===== src/rtl/ram_1port_arb.sv =====
// ram_1port_arb
//    Arbitrates two clients (A and B) onto one single-port RAM.
//    Grants are combinational (Ack in the cycle the request is seen), the RAM
//    command is registered, and the read return is steered back to whichever
//    client issued the read using an owner tag that travels with the command.
//
//    Pipeline, ack in cycle C:
//       C   : o_X_Ack high, request consumed at the closing edge
//       C+1 : o_RAM_Wr_DV or o_RAM_Rd_En high with address / write data
//       C+2 : i_RAM_Rd_DV from the RAM (fixed one-cycle read latency)
//       C+3 : o_X_Rd_DV pulse with o_X_Rd_Data
//
//    Configuration macro:
//       RAM_ARB_FIXED_PRIO_EN  defined   -> A always wins contention
//                              undefined -> round-robin, last grantee loses ties
//
// Ports
//    i_Clk, i_Rst_L                 clock, synchronous active-low reset
//    i_X_Req/Wr/Addr/Wr_Data        client X request (X = A, B), held until acked
//    o_X_Ack                        combinational grant
//    o_X_Rd_DV, o_X_Rd_Data         registered read return to client X
//    o_RAM_Addr/Wr_DV/Wr_Data/Rd_En registered RAM command
//    i_RAM_Rd_DV, i_RAM_Rd_Data     RAM read return
module ram_1port_arb #(
   parameter int WIDTH = 8,
   parameter int DEPTH = 256,
   localparam int AW = (DEPTH > 1) ? $clog2(DEPTH) : 1
) (
   input  logic             i_Clk,
   input  logic             i_Rst_L,
   input  logic             i_A_Req,
   input  logic             i_A_Wr,
   input  logic [AW-1:0]    i_A_Addr,
   input  logic [WIDTH-1:0] i_A_Wr_Data,
   output logic             o_A_Ack,
   output logic             o_A_Rd_DV,
   output logic [WIDTH-1:0] o_A_Rd_Data,
   input  logic             i_B_Req,
   input  logic             i_B_Wr,
   input  logic [AW-1:0]    i_B_Addr,
   input  logic [WIDTH-1:0] i_B_Wr_Data,
   output logic             o_B_Ack,
   output logic             o_B_Rd_DV,
   output logic [WIDTH-1:0] o_B_Rd_Data,
   output logic [AW-1:0]    o_RAM_Addr,
   output logic             o_RAM_Wr_DV,
   output logic [WIDTH-1:0] o_RAM_Wr_Data,
   output logic             o_RAM_Rd_En,
   input  logic             i_RAM_Rd_DV,
   input  logic [WIDTH-1:0] i_RAM_Rd_Data
);

   logic grant_a;
   logic grant_b;

   // Owner tag (1 = B) registered alongside the RAM command, then delayed one
   // more stage to line up with the RAM's one-cycle read return.
   logic cmd_owner_b_reg;
   logic pend_valid_reg;
   logic pend_owner_b_reg;

`ifdef RAM_ARB_FIXED_PRIO_EN
   // Fixed priority: no arbitration history is kept.
`else
   // 1 = A was granted most recently. Reset to 0 so A wins the first tie.
   logic last_a_reg;
`endif

   // ---------------------------------------------------------------------
   // Grant: reset gates both acks so nothing is consumed while in reset.
   // ---------------------------------------------------------------------
   always_comb begin
      grant_a = 1'b0;
      grant_b = 1'b0;
`ifdef RAM_ARB_FIXED_PRIO_EN
      grant_a = i_Rst_L & i_A_Req;
      grant_b = i_Rst_L & i_B_Req & ~i_A_Req;
`else
      grant_a = i_Rst_L & i_A_Req & (~i_B_Req | ~last_a_reg);
      grant_b = i_Rst_L & i_B_Req & (~i_A_Req |  last_a_reg);
`endif
   end

   assign o_A_Ack = grant_a;
   assign o_B_Ack = grant_b;

`ifdef RAM_ARB_FIXED_PRIO_EN
`else
   always_ff @(posedge i_Clk) begin
      if (!i_Rst_L) begin
         last_a_reg <= 1'b0;
      end else if (grant_a) begin
         last_a_reg <= 1'b1;
      end else if (grant_b) begin
         last_a_reg <= 1'b0;
      end
   end
`endif

   // ---------------------------------------------------------------------
   // RAM command stage and read-tag pipeline
   // ---------------------------------------------------------------------
   always_ff @(posedge i_Clk) begin
      if (!i_Rst_L) begin
         o_RAM_Addr       <= '0;
         o_RAM_Wr_DV      <= 1'b0;
         o_RAM_Wr_Data    <= '0;
         o_RAM_Rd_En      <= 1'b0;
         cmd_owner_b_reg  <= 1'b0;
         pend_valid_reg   <= 1'b0;
         pend_owner_b_reg <= 1'b0;
      end else begin
         o_RAM_Wr_DV <= (grant_a & i_A_Wr)  | (grant_b & i_B_Wr);
         o_RAM_Rd_En <= (grant_a & ~i_A_Wr) | (grant_b & ~i_B_Wr);
         if (grant_a) begin
            o_RAM_Addr    <= i_A_Addr;
            o_RAM_Wr_Data <= i_A_Wr_Data;
         end else if (grant_b) begin
            o_RAM_Addr    <= i_B_Addr;
            o_RAM_Wr_Data <= i_B_Wr_Data;
         end
         cmd_owner_b_reg <= grant_b;
         // A read is outstanding at the RAM for exactly the cycle after Rd_En;
         // any return outside that window finds pend_valid_reg low and is dropped.
         pend_valid_reg   <= o_RAM_Rd_En;
         pend_owner_b_reg <= cmd_owner_b_reg;
      end
   end

   // ---------------------------------------------------------------------
   // Per-client read return (client 0 = A, client 1 = B)
   // ---------------------------------------------------------------------
   logic [1:0]       rd_dv;
   logic [WIDTH-1:0] rd_data [2];

   genvar gi;
   for (gi = 0; gi < 2; gi++) begin : g_client
      logic             hit;
      logic             dv_reg;
      logic [WIDTH-1:0] data_reg;

      assign hit = i_RAM_Rd_DV & pend_valid_reg & (pend_owner_b_reg == (gi == 1));

      always_ff @(posedge i_Clk) begin
         if (!i_Rst_L) begin
            dv_reg   <= 1'b0;
            data_reg <= '0;
         end else begin
            dv_reg <= hit;
            // Data holds its last value between pulses.
            if (hit) begin
               data_reg <= i_RAM_Rd_Data;
            end
         end
      end

      assign rd_dv[gi]   = dv_reg;
      assign rd_data[gi] = data_reg;
   end

   assign o_A_Rd_DV   = rd_dv[0];
   assign o_A_Rd_Data = rd_data[0];
   assign o_B_Rd_DV   = rd_dv[1];
   assign o_B_Rd_Data = rd_data[1];

endmodule


===== config.mk =====
export PLATFORM = sky130hd
export DESIGN_NAME = ram_1port_arb
export DESIGN_NICKNAME = d
export VERILOG_FILES = /design/src/rtl/ram_1port_arb.sv
export SDC_FILE = /design/constraint.sdc
export NUM_CORES = 1
export LEC_CHECK = 0
export ABC_AREA = 1
export CAP_MARGIN = 10
export CORE_AREA = 2 2 69 71
export CTS_CLUSTER_DIAMETER = 30
export DETAILED_ROUTE_END_ITERATION = 6
export DIE_AREA = 0 0 71 73
export GPL_ROUTABILITY_DRIVEN = 0
export PLACE_DENSITY = 0.79
export SLEW_MARGIN = 20
export SYNTH_ARGS = -nofsm -noshare
export SYNTH_HDL_FRONTEND = slang
export SYNTH_SLANG_ARGS = --single-unit
export TNS_END_PERCENT = 5

===== constraint.sdc =====
create_clock -name i_Clk -period 1.3 [get_ports i_Clk]
set_input_delay 0.195 -clock i_Clk [delete_from_list [all_inputs] [get_ports i_Clk]]
set_output_delay 0.195 -clock i_Clk [all_outputs]
set_load 0.05 [all_outputs]

==> flow_metrics.env, run 1 <==
export IMPL_synth_xor_xnor_area_share_pct=0
export IMPL_min_path_type="in -> reg"
export IMPL_synth_top_area_share_pct=46.5
export IMPL_post_route_period_util_pct=95.6
export IMPL_power_leakage_nw=1.42
export IMPL_placementRows=25
export IMPL_switching_share_pct=28.9
export IMPL_clk_latency_ps=290
export IMPL_avgRoutedWirePerCell_um=12.7
export IMPL_syn_area_um2=1720
export IMPL_synth_area_per_cell_um2=7.14
export IMPL_die_height_um=73
export IMPL_path_max_fanout=3
export IMPL_diodes=0
export IMPL_initial_core_util_pct=38.0
export IMPL_p_per_area_nw_per_um2=1030
export IMPL_hold_worst_slack_ps=314
export IMPL_postCtsSetupBuffers=0
export IMPL_track_usage_pct=18.9
export IMPL_comb_power_share_pct=26.3
export IMPL_cts_tree="built"
export IMPL_layout_commonest_cell="nor2_1"
export IMPL_power_net_switching_w=0.000935
export IMPL_grt_max_degree=36
export IMPL_htreeDepth=2
export IMPL_place_hpwl_um=3560
export IMPL_drt_iter0_markers=101
export IMPL_slew_headroom_pct=79.2
export IMPL_crit_path_cell_trace="o21bai_1 > inv_1 > buf_12"
export IMPL_synthMuxAreaShare_pct=0
export IMPL_critPathSlowestCell="dfxtp_2"
export IMPL_area_delta_synth_final_pct=82.5
export IMPL_synthSimpleGateAreaFrac_pct=23.4
export IMPL_tightest_slew_ps=312
export IMPL_finalSetupViolations=0
export IMPL_skew_ps=7.18
export IMPL_port_buffers=84
export IMPL_synth_compound_area_share_pct=17.4
export IMPL_antenna_left=0
export IMPL_synth_top_flop_cell="dfxtp_1"
export IMPL_drive_above_1_share_pct=19.8
export IMPL_synth_area_leaders="dfxtp_1, nor2_1, o21ai_0, a21oi_1, inv_1"
export IMPL_synthDistinctLibCells=18
export IMPL_p_int_w=0.00230
export IMPL_period_needed_ps=1240
export IMPL_yosys_area_top_type="dfxtp_1"
export IMPL_die_x_um=71
export IMPL_ys_warn_count=0
export IMPL_max_stage_delay_ps=340
export IMPL_crit_arrival_ps=1050
export IMPL_critPathKind="reg -> out"
export IMPL_cts_buffers=5
export IMPL_design_die_area_um2=5180
export IMPL_tns_ps=0
export IMPL_grt_pass1_wl_um=7830
export IMPL_clock_sinks=40
export IMPL_pwr_share_clk_pct=32.1
export IMPL_drv_slew=0
export IMPL_synth_cells=241
export IMPL_ioPinCount=85
export IMPL_drc_errors=0
export IMPL_cts_root_buf="clkbuf_8"
export IMPL_vias=1763
export IMPL_placed_area_um2=3030
export IMPL_synthAdderAreaFrac_pct=0
export IMPL_synth_edff_count=0
export IMPL_ys_ff_latch=40
export IMPL_cap_violations=0
export IMPL_synth_top_family_by_area="simple AND/OR/NAND/NOR gates"
export IMPL_crit_path_end_kind="primary output"
export IMPL_final_nets=375
export IMPL_required_ps=1110
export IMPL_startpoint_type="flop"
export IMPL_utilization_pct=69.3
export IMPL_core_um2=4540
export IMPL_grt_remaining_overflow=0
export IMPL_syn_nets=288
export IMPL_status="finished, final reports clean"
export IMPL_rsz0062_at_grt="no"
export IMPL_final_hold_violation_count=0
export IMPL_post_drt_via_cell_ratio=4.60
export IMPL_clk_pin_slew_ps=80
export IMPL_clockBufferDepth=2
export IMPL_yosysSeqAreaShare_pct=46.5
export IMPL_design_area_um2=3140
export IMPL_async_reset_ff_share_pct=0
export IMPL_max_freq_ghz=0.805
export IMPL_peakVddDrop_v=0.000912
export IMPL_antenna_found_initial=0
export IMPL_final_cell_mix="nor2_1, clkdlybuf4s50_1, buf_12"
export IMPL_p_seq_share_pct=41.7
export IMPL_first_pass_iters=4
export IMPL_grt_pass1_vias=1671
export IMPL_hold_buffers=0
export IMPL_wl_um=4850
-- synth_stat cells (2+ instances only) --
cell,number
dfxtp_1,40
buf_6,3
a21oi_1,25
o21ai_0,31
buf_4,4
clkbuf_1,2
nand3_1,17
nand2_2,2
nand2_1,24
nor2_1,52
buf_2,5
inv_1,30
-- power groups by stage --
stage | clock network (W) | registers (W) | logic, W
2_1_floorplan | 0 | 0.00154 | 0.000217
3_3_place_gp | 0 | 0.00137 | 0.000843
3_5_place_dp | 0 | 0.00138 | 0.000855
4_1_cts | 0.00106 | 0.00135 | 0.000855
5_1_grt | 0.00111 | 0.00136 | 0.000907
6_report | 0.00104 | 0.00135 | 0.000851
-- per-layer routing --
layer	GRT usage (%)	share of wire (%)
met1	23.8	44
met4	6.71	2.1
met3	3.87	4.1
met2	32.4	49
met5	0	0
-- cell type report --
class                           instances  area, um^2
Inverter                               31         119
Multi-Input combinational cell        155         704
Tap cell                               54        67.6
Timing Repair Buffer                   95        1330
Clock buffer                            5        68.8
Sequential cell                        40         802
Clock inverter                          3        46.3
Fill cell                             344        1390
-- path summary, 6_finish.rpt --
| kind | slack (ps) | depth (start not counted) | from | endpoint |
|---|---|---|---|---|
| setup reg to reg | 250 | 5 | pend_valid_reg | o_A_Rd_Data[5] |
| hold reg to reg | 420 | 2 | cmd_owner_b_reg | pend_owner_b_reg |
| setup / recovery | 60 | 3 | last_a_reg | o_B_Ack |
| hold / removal | 310 | 4 | i_Rst_L | last_a_reg |
-- timing repair --
action	CTS	global route
gates resized for setup	5	3
pin swaps	0	1
cloned	0	0
setup endpoints to repair	2	2
-- cells by family after synthesis --
family	after synthesis
compound gates	59
buf+inv	46
flops	40
simple gates	96
-- metrics by stage --
step,cells,setup slack [ps],power (W)
floorplan,241,205,0.00176
global placement,375,-259,0.00222
detailed placement,375,-285,0.00223
CTS,383,5.67,0.00327
global route,383,6.55,0.00338
finish,383,57.8,0.00324
-- critical path: cells and delay by family (launching register included) --
family          cells  cell delay [ps]
flops               1              340
buf+inv             2              270
compound gates      1              150
Power figures use the tool's default switching activity.
==> inputs of run 2 (changes only) <==
--- a/config.mk
+++ b/config.mk
@@ -13,6 +13,7 @@
 export DIE_AREA = 0 0 71 73
 export GPL_ROUTABILITY_DRIVEN = 0
 export PLACE_DENSITY = 0.79
+export SETUP_SLACK_MARGIN = 0.02
 export SLEW_MARGIN = 20
 export SYNTH_ARGS = -nofsm -noshare
 export SYNTH_HDL_FRONTEND = slang
==> results of run 2 <==
The final DEF is identical to that of run 1. Status: finished, final reports clean.
Among the figures that moved: number of gates resized after CTS 5 -> 6; wire length of the first global-routing pass 7830 um -> 7850 um; via count of the first global-routing pass 1671 -> 1674; overall routing resource usage 18.9% -> 19.0%; met1 usage 23.8% -> 23.9%
